File: src/rtl/hs_ob_sched.sv
// rtl/hs_ob_sched.sv - outband ring scheduler: fetch descriptors, dispatch to four port channels
`timescale 1ns/1ps
module hs_ob_sched #(
  parameter int C_RING_ENTRIES = 256,
  parameter int C_ENTRY_SHIFT  = 4
) (
  input  logic        sys_clk,
  input  logic        sys_rst,
  input  logic        ring_enable,
  input  logic [31:0] outband_base,
  input  logic [11:0] outband_prod_index,
  output logic [11:0] outband_cons_index,
  output logic        rd_req,
  output logic [31:0] rd_addr,
  input  logic        rd_ack,
  input  logic        rd_valid,
  input  logic [31:0] rd_data,
  output logic [3:0]  cmd_valid,
  output logic [31:0] cmd_data,
  input  logic [3:0]  cmd_ready,
  output logic        busy,
  output logic [31:0] disp_count
);

  // Index mask also keeps the unused upper consumer bits at zero.
  localparam logic [11:0] MASK = 12'(C_RING_ENTRIES - 1);

  typedef enum logic [1:0] {S_IDLE, S_REQ, S_WAIT, S_DISP} state_t;

  state_t      state_q, state_d;
  logic [11:0] cons_q, cons_d;
  logic        rd_req_q, rd_req_d;
  logic [31:0] rd_addr_q, rd_addr_d;
  logic [3:0]  cmd_valid_q, cmd_valid_d;
  logic [31:0] cmd_data_q, cmd_data_d;
  logic [1:0]  port_q, port_d;
  logic        busy_q, busy_d;
  logic [31:0] disp_q, disp_d;

  logic        ring_empty;
  logic [31:0] fetch_addr;

  assign ring_empty = ((outband_prod_index & MASK) == cons_q);
  assign fetch_addr = outband_base + ({20'd0, cons_q} << C_ENTRY_SHIFT);

  // Next-state and registered-output computation for the fetch/dispatch sequence.
  always_comb begin
    state_d     = state_q;
    cons_d      = cons_q;
    rd_req_d    = rd_req_q;
    rd_addr_d   = rd_addr_q;
    cmd_valid_d = cmd_valid_q;
    cmd_data_d  = cmd_data_q;
    port_d      = port_q;
    disp_d      = disp_q;
    case (state_q)
      S_IDLE: begin
        // Base is sampled only here, so a mid-transaction base change waits for the next entry.
        if (ring_enable && !ring_empty) begin
          rd_addr_d = fetch_addr;
          rd_req_d  = 1'b1;
          state_d   = S_REQ;
        end
      end
      S_REQ: begin
        if (rd_ack) begin
          rd_req_d = 1'b0;
          state_d  = S_WAIT;
        end
      end
      S_WAIT: begin
        if (rd_valid) begin
          cmd_data_d  = rd_data;
          port_d      = rd_data[1:0];
          cmd_valid_d = 4'b0001 << rd_data[1:0];
          state_d     = S_DISP;
        end
      end
      S_DISP: begin
        // Only the addressed port's ready matters; the others are don't-care.
        if (cmd_ready[port_q]) begin
          cmd_valid_d = 4'b0000;
          cons_d      = (cons_q + 12'd1) & MASK;
          disp_d      = disp_q + 32'd1;
          state_d     = S_IDLE;
        end
      end
      default: state_d = S_IDLE;
    endcase
    busy_d = (state_d != S_IDLE);
  end

  // State and output registers with synchronous reset.
  always_ff @(posedge sys_clk) begin
    if (sys_rst) begin
      state_q     <= S_IDLE;
      cons_q      <= 12'd0;
      rd_req_q    <= 1'b0;
      rd_addr_q   <= 32'd0;
      cmd_valid_q <= 4'b0000;
      cmd_data_q  <= 32'd0;
      port_q      <= 2'd0;
      busy_q      <= 1'b0;
      disp_q      <= 32'd0;
    end else begin
      state_q     <= state_d;
      cons_q      <= cons_d;
      rd_req_q    <= rd_req_d;
      rd_addr_q   <= rd_addr_d;
      cmd_valid_q <= cmd_valid_d;
      cmd_data_q  <= cmd_data_d;
      port_q      <= port_d;
      busy_q      <= busy_d;
      disp_q      <= disp_d;
    end
  end

  assign outband_cons_index = cons_q;
  assign rd_req             = rd_req_q;
  assign rd_addr            = rd_addr_q;
  assign cmd_valid          = cmd_valid_q;
  assign cmd_data           = cmd_data_q;
  assign busy               = busy_q;
  assign disp_count         = disp_q;

endmodule

File: config.mk
export PLATFORM = sky130hd
export DESIGN_NAME = hs_ob_sched
export DESIGN_NICKNAME = d
export VERILOG_FILES = /design/src/rtl/hs_ob_sched.sv
export SDC_FILE = /design/constraint.sdc
export NUM_CORES = 1
export LEC_CHECK = 0
export CORE_MARGIN = 2
export CORE_UTILIZATION = 40
export DETAILED_ROUTE_END_ITERATION = 8
export PLACE_DENSITY = 0.78
export SYNTH_ARGS = -nofsm -noshare
export SYNTH_HDL_FRONTEND = slang
export SYNTH_SLANG_ARGS = --single-unit
File: constraint.sdc
create_clock -name sys_clk -period 3.7 [get_ports sys_clk]
set_input_delay 1.11 -clock sys_clk [delete_from_list [all_inputs] [get_ports sys_clk]]
set_output_delay 1.11 -clock sys_clk [all_outputs]
set_load 0.005 [all_outputs]
==> results_dict.tcl <==
set metrics [dict create \
    status "finished clean" \
    yosysSeqAreaShare_pct 44.01 \
    hold_class "reg -> reg" \
    worstPathArrival_ps 3640 \
    die-height_um 116.9 \
    track_usage_pct 19.91 \
    drt-initial-drc-count 185 \
    cts_max_path_buffers 2 \
    grt_pass1_wl_um 21360 \
    rows 41 \
    r2r_start "outband_cons_index[0]" \
    finalSetupViolations 0 \
    hold_start "rd_addr[11]" \
    fin_crit_sh_pct 91.66 \
    synth_area_um2 5095 \
    first_pass_iters 4 \
    cts-root-buf "clkbuf_16" \
    ctsResizeCount 0 \
    antenna_found_initial 0 \
    critPathMaxFanout 3 \
    dieArea_um2 13660 \
    fill_cells 1118 \
    cts_hold_buf 0 \
    crit_required_ps 3950 \
    htreeDepth 3 \
    holdPathStages 2 \
    syn_to_final_growth_pct 46.49 \
    wl_per_cell_um 14.18 \
    max-vdd-ir-drop_uv 221.2 \
    yosys_warnings 0 \
    synth_cells 613 \
    num-nets-final 888 \
    drc 0 \
    multi_input_area_um2 2680 \
    finalWirelength_um 13730 \
    drive_gt1_share_pct 4.397 \
    critPathLaunchType "primary input" \
    min_to "rd_addr[11]" \
    maxSlewViolCount 0 \
    post_cts_buffers 0 \
    endpoint_kind "flop" \
    r2r_end "rd_addr[22]" \
    clock.fmax_mhz 294.9 \
    grt_max_degree 55 \
    ant_nets 0 \
    maxCapViolCount 0 \
    avgSynthCellArea_um2 8.311 \
    r2r_cells 10 \
    final.setup.worst_slack_ps 308.7 \
    p_leak_nw 2.654 \
    hold_viol_final 0 \
    grt-ovfl-total 0 \
    tightestPinTransition_ps 577.8 \
    gp_congestion 0.7923 \
    clk_pin_slew_ps 70 \
    fin_skew_ps 13.97 \
    numCtsBuffers 9 \
    vias_per_cell 5.003 \
    ys_types 43 \
    clock_latency_ps 360 \
    r2r_slack_ps 990 \
    rsz0062_at_grt "no" \
    slew_headroom_pct 61.48 \
    async_flop_share_pct 0 \
    power_density_nw_per_um2 357.1 \
    crit_chain "clkdlybuf4s50_1 -> ha_1 -> inv_1 -> fa_1 -> nor2b_1 -> o21ai_0 -> a21oi_1 -> buf_4 -> o211ai_1 -> or3_1 -> a311oi_1" \
    seqCellArea_um2 2242 \
    synth-seq-cells 112 \
    finalCriticalPeriod_ps 3391 \
    ys.flop_type "dfxtp_1" \
    coreArea_um2 12520 \
    dpl.hpwl_um 10360 \
    die_w_um 116.9 \
    cts_sinks 112 \
    num_antenna_cells 0 \
    cp_slowest_cell "clkdlybuf4s50_1" \
    critical_path_class "in -> reg" \
    max_stage_delay_ps 470 \
    power_mw 2.665 \
    initial_core_util_pct 40.70 \
    num_io_pins 199 \
    grt_pass1_vias 4498 \
    synth-edff-count 0 \
    portBuffers 190 \
    tritoncts "done" \
    vias 4843 \
    pre_cts_ws_ps -24.82 \
]
## through the flow
| stage | TNS (ps) | instance area [um2] | hold slack (ps) | cells | utilization, % |
|---|---|---|---|---|---|
| after floorplan | 0 | 5106 | 448.3 | 616 | - |
| after global placement | 0 | 7146 | 441.8 | 953 | 57.09 |
| after detailed placement | -38.85 | 7146 | 447.0 | 953 | 57.09 |
| after CTS | 0 | 7463 | 456.2 | 968 | 59.63 |
| after global routing | 0 | 7463 | 471.8 | 968 | 59.63 |
| final | 0 | 7463 | 454.9 | 968 | 59.63 |
## cells in the mapped netlist (all sizes together) (9+ instances only)
cell / instances / area share [%]
o21ai: 15 / 1.5
ha: 10 / 2.5
a211oi: 14 / 2.1
nand2: 111 / 8.2
and3: 12 / 1.5
dfxtp: 112 / 44
nand3: 18 / 2.0
nor2: 69 / 5.1
xor2: 31 / 5.3
or3: 15 / 1.8
xnor2: 27 / 4.6
buf: 10 / 1.2
clkbuf: 26 / 1.9
mux2i: 9 / 1.8
nand4: 14 / 1.7
a21oi: 62 / 6.1
## state kept, by name, indices dropped and copies added (netlist names)
signal	flops
outband_cons_index	8
rd_addr	32
state_q	2
rd_req	1
cmd_valid	4
cmd_data	32
disp_count	32
busy	1
## worst max path at each step
stage / start / endpoint
after floorplan: outband_base[4] / rd_addr[28]
after global placement: outband_base[4] / rd_addr[28]
after detailed placement: outband_base[4] / rd_addr[28]
after CTS: outband_base[4] / rd_addr[28]
after global routing: outband_base[4] / rd_addr[30]
final: outband_base[4] / rd_addr[22]
## layout by cell type (no fill, tap or decap), drive strengths merged, types with 14 or more instances in the layout
cell type	instances
xor2	31
nand3	18
nand2	111
xnor2	27
dfxtp	112
clkdlybuf4s50	189
nand4	14
nor2	69
o21ai	15
a211oi	14
a21oi	62
or3	15
## layer usage
metal	up-vias	global-route usage [%]	share of wire, %
li1	2448	-	-
met1	2230	24.29	43
met2	143	33.68	49
met3	22	4.325	5.7
met4	0	9.098	2.3
met5	-	0	0
## critical path: cells and delay by family
kind,cells,cell delay (ps)
simple gates,2,480
fa+ha+maj,2,570
buf+inv,3,700
compound gates,4,800
## cells by family after synthesis
group,synth area share (%)
fa+ha+maj,2.849
simple gates,24.19
other cells,0.07360
buf+inv,3.659
flops,44.01
mux,2.210
xor+xnor,9.971
compound gates,13.04
## power by group
group          internal [mW]  switching [mW]  total [mW]
sequential              1.25          0.0279        1.28
combinational          0.203           0.145       0.348
clock                  0.593           0.445        1.04
total                   2.05           0.618        2.66
## final cells by class
type	instances	area share [%]
multi-input combinational	461	35.91
sequential	112	30.04
timing repair buffer	201	26.55
clock buffer	9	3.018
tap	172	2.883
clock inverter	6	1.241
inverter	7	0.3521
Note: power is estimated with default switching activity, not from simulation.
